$ cat config.mk
export PLATFORM = sky130hd
export DESIGN_NAME = ifetch_unit
export DESIGN_NICKNAME = d
export VERILOG_FILES = /design/src/rtl/cpu_pkg.sv /design/src/rtl/ifetch_linebuf.sv /design/src/rtl/ifetch_unit.sv
export SDC_FILE = /design/constraint.sdc
export NUM_CORES = 1
export LEC_CHECK = 0
export ABC_CLOCK_PERIOD_IN_PS = 2200
export BUFFER_PORTS_ARGS = -buffer_cell sky130_fd_sc_hd__buf_4
export CAP_MARGIN = 0
export CORE_UTILIZATION = 55
export CTS_CLUSTER_SIZE = 25
export DETAILED_ROUTE_END_ITERATION = 12
export PLACE_DENSITY = 0.86
export SYNTH_ARGS = -nofsm -noshare
export SYNTH_HDL_FRONTEND = slang
export SYNTH_HIERARCHICAL = 1
export SYNTH_SLANG_ARGS = --single-unit
$ cat constraint.sdc
create_clock -name clk -period 2.2 [get_ports clk]
set_input_delay 0.11 -clock clk [delete_from_list [all_inputs] [get_ports clk]]
set_output_delay 0.11 -clock clk [all_outputs]
set_load 0.02 [all_outputs]
$ cat src/rtl/cpu_pkg.sv
// Shared CPU definitions: fetch-unit state encoding and datapath widths.
package cpu_pkg;

  localparam int ADDR_W  = 10;
  localparam int INSTR_W = 16;
  localparam int DATA_W  = 32;

  typedef enum logic [1:0] {
    IFETCH_IDLE = 2'd0,
    IFETCH_WAIT = 2'd1,
    IFETCH_DROP = 2'd2
  } ifetch_state_t;

endpackage

$ cat src/rtl/ifetch_linebuf.sv
// One-word instruction line buffer: tag/data/valid, hit compare and halfword mux.
// Lookup is combinational; writes take effect on the next clock edge.
module ifetch_linebuf #(
  parameter int TAG_W   = cpu_pkg::ADDR_W - 2,
  parameter int INSTR_W = cpu_pkg::INSTR_W,
  parameter int DATA_W  = cpu_pkg::DATA_W
) (
  input  logic               clk,
  input  logic               reset,
  input  logic               wr_en,
  input  logic [TAG_W-1:0]   wr_tag,
  input  logic [DATA_W-1:0]  wr_data,
  input  logic [TAG_W-1:0]   rd_tag,
  input  logic               rd_sel,
  output logic               hit,
  output logic [INSTR_W-1:0] rd_instr
);
  import cpu_pkg::*;

  logic              buf_vld;
  logic [TAG_W-1:0]  buf_tag;
  logic [DATA_W-1:0] buf_data;

  always_ff @(posedge clk or posedge reset) begin
    if (reset) begin
      buf_vld  <= 1'b0;
      buf_tag  <= '0;
      buf_data <= '0;
    end else if (wr_en) begin
      buf_vld  <= 1'b1;
      buf_tag  <= wr_tag;
      buf_data <= wr_data;
    end
  end

  assign hit      = buf_vld && (buf_tag == rd_tag);
  assign rd_instr = rd_sel ? buf_data[2*INSTR_W-1:INSTR_W] : buf_data[INSTR_W-1:0];

endmodule

$ cat src/rtl/ifetch_unit.sv
// Instruction fetch responder: hits return next cycle, misses return the cycle after mem_ack.
// stall holds the pc unit while a memory read is outstanding or a miss is being launched.
module ifetch_unit #(
  parameter int ADDR_W  = cpu_pkg::ADDR_W,
  parameter int INSTR_W = cpu_pkg::INSTR_W,
  parameter int DATA_W  = cpu_pkg::DATA_W
) (
  input  logic               clk,
  input  logic               reset,
  input  logic [ADDR_W-1:0]  pc,
  input  logic               fetch_req,
  input  logic               flush,
  output logic [INSTR_W-1:0] instr,
  output logic               instr_vld,
  output logic               stall,
  output logic [ADDR_W-3:0]  mem_addr,
  output logic               mem_rd,
  input  logic [DATA_W-1:0]  mem_rdata,
  input  logic               mem_ack
);
  import cpu_pkg::*;

  ifetch_state_t      state;
  logic               sel;
  logic               hit;
  logic               accept;
  logic               buf_wr;
  logic [INSTR_W-1:0] hit_instr;
  logic [INSTR_W-1:0] ack_instr;
  logic               unused_pc0;

  assign unused_pc0 = pc[0];
  assign accept     = fetch_req & ~flush;
  // Any ack taken outside IDLE is real code, even when flushed, so it always fills the buffer.
  assign buf_wr     = mem_ack & (state != IFETCH_IDLE);
  assign ack_instr  = sel ? mem_rdata[2*INSTR_W-1:INSTR_W] : mem_rdata[INSTR_W-1:0];
  assign stall      = (state != IFETCH_IDLE) | (accept & ~hit);

  ifetch_linebuf #(
    .TAG_W  (ADDR_W - 2),
    .INSTR_W(INSTR_W),
    .DATA_W (DATA_W)
  ) u_linebuf (
    .clk     (clk),
    .reset   (reset),
    .wr_en   (buf_wr),
    .wr_tag  (mem_addr),
    .wr_data (mem_rdata),
    .rd_tag  (pc[ADDR_W-1:2]),
    .rd_sel  (pc[1]),
    .hit     (hit),
    .rd_instr(hit_instr)
  );

  always_ff @(posedge clk or posedge reset) begin
    if (reset) begin
      state     <= IFETCH_IDLE;
      sel       <= 1'b0;
      instr     <= '0;
      instr_vld <= 1'b0;
      mem_rd    <= 1'b0;
      mem_addr  <= '0;
    end else begin
      instr_vld <= 1'b0;
      case (state)
        IFETCH_IDLE: begin
          if (accept) begin
            if (hit) begin
              instr     <= hit_instr;
              instr_vld <= 1'b1;
            end else begin
              mem_rd   <= 1'b1;
              mem_addr <= pc[ADDR_W-1:2];
              sel      <= pc[1];
              state    <= IFETCH_WAIT;
            end
          end
        end
        IFETCH_WAIT: begin
          if (mem_ack) begin
            mem_rd <= 1'b0;
            state  <= IFETCH_IDLE;
            if (!flush) begin
              instr     <= ack_instr;
              instr_vld <= 1'b1;
            end
          end else if (flush) begin
            // The read cannot be withdrawn; keep it open and discard its result.
            state <= IFETCH_DROP;
          end
        end
        IFETCH_DROP: begin
          if (mem_ack) begin
            mem_rd <= 1'b0;
            state  <= IFETCH_IDLE;
          end
        end
        default: begin
          mem_rd <= 1'b0;
          state  <= IFETCH_IDLE;
        end
      endcase
    end
  end

endmodule

==> results of run 1 <==
## sequential cells by signal (all words and copies together), names as in the netlist
register / cells
sel: 1
mem_rd: 1
mem_addr: 8
instr: 16
state: 2
u_linebuf/buf_vld: 1
u_linebuf/buf_tag: 8
instr_vld: 1
u_linebuf/buf_data: 32
## timing repair
item                                   CTS  global route
hold buffers                             9             4
buffers inserted                         0             0
endpoints found under the hold margin   31             4
## power by group through the flow
| stage | Clock [W] | Combinational, W | Sequential (W) |
|---|---|---|---|
| after detailed placement | 0 | 0.00325 | 0.00239 |
| after floorplan | 0 | 0.00237 | 0.00253 |
| after CTS | 0.00126 | 0.00331 | 0.00237 |
| after global routing | 0.00132 | 0.00356 | 0.00245 |
| final | 0.00124 | 0.00330 | 0.00238 |
| after global placement | 0 | 0.00316 | 0.00233 |
## routing by layer
| layer | global-route usage, % | part of all wire (%) | vias to the layer above | wire length, µm |
|---|---|---|---|---|
| li1 | - | - | 1128 | - |
| met5 | 0 | 0 | - | 0 |
| met1 | 29.3 | 41 | 1163 | 3160 |
| met2 | 41.9 | 54 | 51 | 4120 |
| met4 | 10.3 | 2.2 | 0 | 172 |
| met3 | 4.35 | 3.0 | 13 | 230 |
## layout by cell type, fill, tap and decap left out, types with 3 or more instances in the layout
cell type      netlist  layout
ha_1                 5       5
mux2_2              17      17
bufinv_16            0       3
xnor2_1              8       8
inv_1                6       5
dfrtp_1             70      70
o21ai_1              3       3
o21ai_0             17      17
mux2i_1             16      16
nand2_1             33      33
o21ai_2             14      14
mux2_4              49      49
clkbuf_8             0       9
dlygate4sd3_1        0      13
buf_4                2      79
## final cells by class
| class | count | area [µm²] | share of cell area [%] |
|---|---|---|---|
| Sequential cell | 70 | 1750 | 38.0 |
| Timing Repair Buffer | 94 | 763 | 16.5 |
| Inverter | 6 | 22.5 | 0.488 |
| Multi-Input combinational cell | 181 | 1740 | 37.8 |
| Tap cell | 77 | 96.3 | 2.09 |
| Clock inverter | 6 | 110 | 2.39 |
| Clock buffer | 10 | 128 | 2.77 |
## path summary, 6_finish.rpt
path | to | slack, ns | cells past startpoint
min in group asynchronous | instr[11]$_DFFE_PP0P_ | 0.33 | 3
hold / removal | u_linebuf/buf_data[23]$_DFFE_PP0P_ | 0.008 | 2
setup reg to reg | instr[13]$_DFFE_PP0P_ | 0.26 | 8
hold reg to reg | u_linebuf/buf_vld$_DFFE_PP0P_ | 0.48 | 1
max in group asynchronous | mem_addr[2]$_DFFE_PP0P_ | 1.23 | 4
setup / recovery | instr[13]$_DFFE_PP0P_ | 0.26 | 8
## worst max-delay path: cells and delay by family (launching register included)
kind	cells	cell delay [ns]
compound gates	2	0.44
xor+xnor	1	0.22
buf+inv	1	0.18
flops	1	0.40
simple gates	4	0.57
## cells by family after synthesis
kind of cell,after synthesis
AO/OA/AOI/OAI,39
flip-flops,70
XOR/XNOR,8
buffers and inverters,23
multiplexers,83
adder cells (fa/ha/maj),5
AND/OR/NAND/NOR,46
## per-stage QoR
stage	hold WS, ns	util [%]	total power, W	cell area, µm²
after floorplan	0.183	-	0.00490	3700
after global placement	0.129	66.1	0.00550	4250
after detailed placement	0.127	66.1	0.00565	4250
after CTS	0.000309	71.2	0.00694	4570
after global routing	0.00164	71.8	0.00733	4610
final	0.00822	71.8	0.00691	4610
==> impl_metrics.json, run 1 <==
{
  "hold_viol": 0,
  "path_class": "flop to flop",
  "die_h_um": 84.1,
  "initial_utilization_pct": 57.7,
  "p_clk_share_pct": 17.9,
  "cts_tree": "done",
  "tns_ns": 0,
  "max-vdd-ir-drop_v": 0.000758,
  "ys_seq_area_share_pct": 47.3,
  "synth_flop_cell": "dfrtp_1",
  "ctsRootBufferMaster": "clkbuf_8",
  "netlist_area_um2": 3700,
  "synth-edff-count": 0,
  "status": "finished, violations left",
  "gp_congestion": 0.737,
  "rsz0062_at_grt": "no",
  "drtIter0Drc": 124,
  "antenna_cells": 0,
  "grt_max_degree": 35,
  "dp_slack_ns": 0.340,
  "power_density_nw_per_um2": 1500,
  "overflow": 0,
  "crit_required_ns": 2.41,
  "layout.cells.non_filler": 444,
  "via_per_inst": 5.30,
  "clk_latency_ns": 0.35,
  "die_x_um": 84.1,
  "synth_nets": 326,
  "r2r-start": "u_linebuf/buf_tag[4]$_DFFE_PP0P_",
  "post-synth-top-count-cell": "dfrtp_1",
  "ys_ff_latch": 70,
  "cts_made_buffers": 9,
  "endpoint_kind": "flop",
  "synth_compound_area_share_pct": 7.57,
  "synth_top_area_share_pct": 47.3,
  "yosys.area_share.simple_pct": 6.01,
  "clkTransAtPathRegs_ns": 0.09,
  "wl_um": 7680,
  "slew_headroom_pct": 58.7,
  "max_freq_mhz": 515,
  "fin_crit_sh_pct": 88.3,
  "async_flop_share_pct": 100,
  "syn_avg_cell_area_um2": 13.5,
  "switchingPower_w": 0.00243,
  "cp-start-kind": "flop",
  "grt_pass1_vias": 2585,
  "p_int_w": 0.00448,
  "hold_start": "mem_rdata[23]",
  "critPathMaxStageDelay_ns": 0.40,
  "dr.pass1.iters": 8,
  "cap_viol_max_count": 0,
  "drive_gt1_share_pct": 49.6,
  "hpwl_um": 5130,
  "min_path_type": "primary input to flop",
  "h-tree-depth": 3,
  "nFillCells": 421,
  "fin_skew_ns": 0.0168,
  "violations": "design-rule violations",
  "num_rows": 29,
  "core_um2": 6420,
  "syn_inst": 274,
  "critPathSlowestCell": "dfrtp_1",
  "wl_per_cell_um": 17.3,
  "grt_use_total_pct": 24.1,
  "fin_nets": 414,
  "ctsResizeCount": 0,
  "synth_warnings": 6,
  "synthMuxAreaShare_pct": 29.7,
  "drc": 4,
  "cts_sinks": 70,
  "slew_viol_final": 0,
  "synth_top_area_cell": "dfrtp_1",
  "synth_top_family_by_area": "multiplexers",
  "ys_types": 30,
  "switching_share_pct": 35.2,
  "min_period_ns": 1.94,
  "critPathLaunch": "u_linebuf/buf_tag[4]$_DFFE_PP0P_",
  "path_cells": "xnor2_1, nand4_1, nor3_1, buf_4, nand3b_1, a22o_4, nand2_1, o21ai_2",
  "p_leak_nw": 2.20,
  "vias": 2355,
  "layout_setup_ws_ns": 0.258,
  "setup_violations": 0,
  "antenna_found_initial": 0,
  "cts_buffer_depth": 2,
  "die_area_um2": 7070,
  "tightest_slew_ns": 0.616,
  "synth_xor_xnor_area_share_pct": 1.89,
  "seq_power_share_pct": 34.4,
  "portBuffers": 72,
  "synthAdderAreaFrac_pct": 1.69,
  "syn_to_final_growth_pct": 24.5,
  "drt.antenna.violating_nets": 0,
  "synthTopCellsByArea": "dfrtp_1, mux2_4, mux2_2, mux2i_1, nand2_1",
  "path_max_fanout": 32,
  "io_pins": 74,
  "synth_commonest_cells": "dfrtp_1, mux2_4, nand2_1",
  "dp.cells": 415,
  "grt_first_pass_wirelength_um": 13000,
  "comb_power_share_pct": 47.7,
  "cp.arrival_ns": 2.15
}
No activity file was read; power rests on OpenSTA's default activity.
==> run 2, diff against run 1 <==
--- a/config.mk
+++ b/config.mk
@@ -8,6 +8,7 @@
 export ABC_CLOCK_PERIOD_IN_PS = 2200
 export BUFFER_PORTS_ARGS = -buffer_cell sky130_fd_sc_hd__buf_4
 export CAP_MARGIN = 0
+export CORE_ASPECT_RATIO = 1.2
 export CORE_UTILIZATION = 55
 export CTS_CLUSTER_SIZE = 25
 export DETAILED_ROUTE_END_ITERATION = 12
==> run 2 against run 1 <==
The run now ends clean. Register-to-register slack improved by 0.02 ns. Via count rose by 4.6%. Total power fell by 3.4%. Core utilization fell by 0.19 points. Combinational power barely moved. Cell count rose by 3.6%. Clock skew fell by 0.011 ns. Clock-buffer cell count rose by 1. Worst setup slack improved by 0.019 ns. Hold slack barely moved. Clock power fell by 19%. Critical path type unchanged. Largest cell class unchanged. Largest power group unchanged.
==> impl_metrics.json, run 2 (synthesis results as in run 1) <==
{
  "drc": 0,
  "fin_skew_ns": 0.00608,
  "p_leak_nw": 2.22,
  "p_int_w": 0.00427,
  "slew_viol_final": 0,
  "grt_first_pass_wirelength_um": 12900,
  "vias": 2464,
  "min_period_ns": 1.92,
  "drt.antenna.violating_nets": 0,
  "cts_made_buffers": 9,
  "path_buf_inv": 1,
  "power_density_nw_per_um2": 1440,
  "die_x_um": 76.9,
  "portBuffers": 72,
  "final_common_cell": "buf_4",
  "p_clk_share_pct": 15.1,
  "tightest_slew_ns": 0.943,
  "cap_viol_max_count": 0,
  "initial_utilization_pct": 57.1,
  "path_cells": "xnor2_1, nand3_1, nor3_1, buf_4, nand3b_1, a22o_4, nand2_1, o21ai_1",
  "switchingPower_w": 0.00240,
  "fin_nets": 423,
  "hold_start": "mem_rdata[8]",
  "clkTransAtPathRegs_ns": 0.07,
  "design_area_um2": 4650,
  "gp_congestion": 0.760,
  "antenna_found_initial": 0,
  "r2r-start": "u_linebuf/buf_tag[1]$_DFFE_PP0P_",
  "via_per_inst": 5.36,
  "io_pins": 74,
  "max-vdd-ir-drop_v": 0.000644,
  "drive_gt1_share_pct": 48.8,
  "status": "complete, no violations",
  "wl_per_cell_um": 16.8,
  "top_register": "u_linebuf/buf_data",
  "path_max_fanout": 32,
  "path_delay_family": "simple AND/OR/NAND/NOR gates",
  "die_h_um": 91.9,
  "cts_buffer_depth": 2,
  "switching_share_pct": 36.0,
  "cp.arrival_ns": 2.14,
  "seq_power_share_pct": 35.3,
  "final_cell_mix": "buf_4, dfrtp_1, mux2_4",
  "antenna_cells": 0,
  "slew_headroom_pct": 36.7,
  "drtIter0Drc": 105,
  "endpoint_kind": "flop",
  "placed_cell_area_um2": 4260,
  "ctsRootBufferMaster": "clkbuf_8",
  "rsz0062_at_grt": "no",
  "setup_violations": 0,
  "path_class": "flop to flop",
  "grt_max_degree": 33,
  "top_regs": "u_linebuf/buf_data (32), instr (16)",
  "critPathSlowestCell": "dfrtp_1",
  "dr.pass1.iters": 4,
  "max_freq_mhz": 520,
  "ctsResizeCount": 0,
  "wl_um": 7730,
  "overflow": 0,
  "cp-start-kind": "flop",
  "clk_latency_ns": 0.34,
  "grt_pass1_vias": 2615,
  "min_path_type": "primary input to flop",
  "cts_sinks": 70,
  "final_util_pct": 71.6,
  "hold_viol": 0,
  "die_area_um2": 7070,
  "tns_ns": 0,
  "fin_crit_sh_pct": 87.4,
  "syn_to_final_growth_pct": 25.4,
  "largest_reg_flops": 32,
  "comb_power_share_pct": 49.6,
  "cts_tree": "done",
  "hpwl_um": 5170,
  "grt_use_total_pct": 23.9,
  "critPathMaxStageDelay_ns": 0.41,
  "h-tree-depth": 3,
  "critPathLaunch": "u_linebuf/buf_tag[1]$_DFFE_PP0P_",
  "num_rows": 32,
  "core_um2": 6490,
  "crit_required_ns": 2.41
}
==> run 2: changes by cell type in the layout (fill, tap and decap cells not counted), sizes merged <==
cell / change
dlygate4sd3: +7
buf: +2
clkbuf: +1
bufinv: -2
clkinvlp: -1
clkinv: +1
==> run 2: cell type report <==
type | count | area [µm²]
timing repair buffer | 103 | 836
tap | 85 | 106
fill | 442 | 1840
clock buffer | 11 | 141
sequential | 70 | 1750
clock inverter | 4 | 47.5
multi-input combinational | 181 | 1740
inverter | 6 | 22.5
==> run 2: per-layer routing <==
| metal | vias to the layer above | global-route usage (%) | part of all wire [%] |
|---|---|---|---|
| met3 | 18 | 3.88 | 3.1 |
| li1 | 1146 | - | - |
| met1 | 1245 | 30.8 | 42 |
| met5 | - | 0 | 0 |
| met4 | 0 | 10.6 | 2.6 |
| met2 | 55 | 39.7 | 52 |
==> run 2: per-stage QoR <==
stage | cells | total power [W] | hold slack, ns | worst slack [ns]
2_1_floorplan | 274 | 0.00490 | 0.183 | 0.323
3_3_place_gp | 425 | 0.00549 | 0.253 | 0.406
3_5_place_dp | 425 | 0.00564 | 0.264 | 0.366
4_1_cts | 459 | 0.00670 | 0.000399 | 0.275
5_1_grt | 460 | 0.00709 | 0.00369 | 0.125
6_report | 460 | 0.00667 | 0.00860 | 0.277
==> run 2: final timing paths <==
kind	end	slack, ns	cells past startpoint
max in group asynchronous	mem_addr[2]$_DFFE_PP0P_	1.04	4
worst min register to register	instr[7]$_DFFE_PP0P_	0.49	2
worst max-delay path	instr[15]$_DFFE_PP0P_	0.28	8
worst max register to register	instr[15]$_DFFE_PP0P_	0.28	8
min in group asynchronous	u_linebuf/buf_tag[5]$_DFFE_PP0P_	0.42	3
worst min-delay path	u_linebuf/buf_data[8]$_DFFE_PP0P_	0.009	2
==> run 2: power groups by stage <==
stage	Sequential, W	Clock (W)	Combinational [W]
floorplan	0.00253	0	0.00237
global placement	0.00232	0	0.00317
detailed placement	0.00237	0	0.00327
CTS	0.00235	0.00103	0.00332
global route	0.00243	0.00108	0.00358
finish	0.00236	0.00101	0.00331
==> run 2: timing repair <==
action,CTS,global route
endpoints found under the setup margin,0,0
hold endpoints to repair,57,1
hold buffers,19,1
setup buffers,0,0
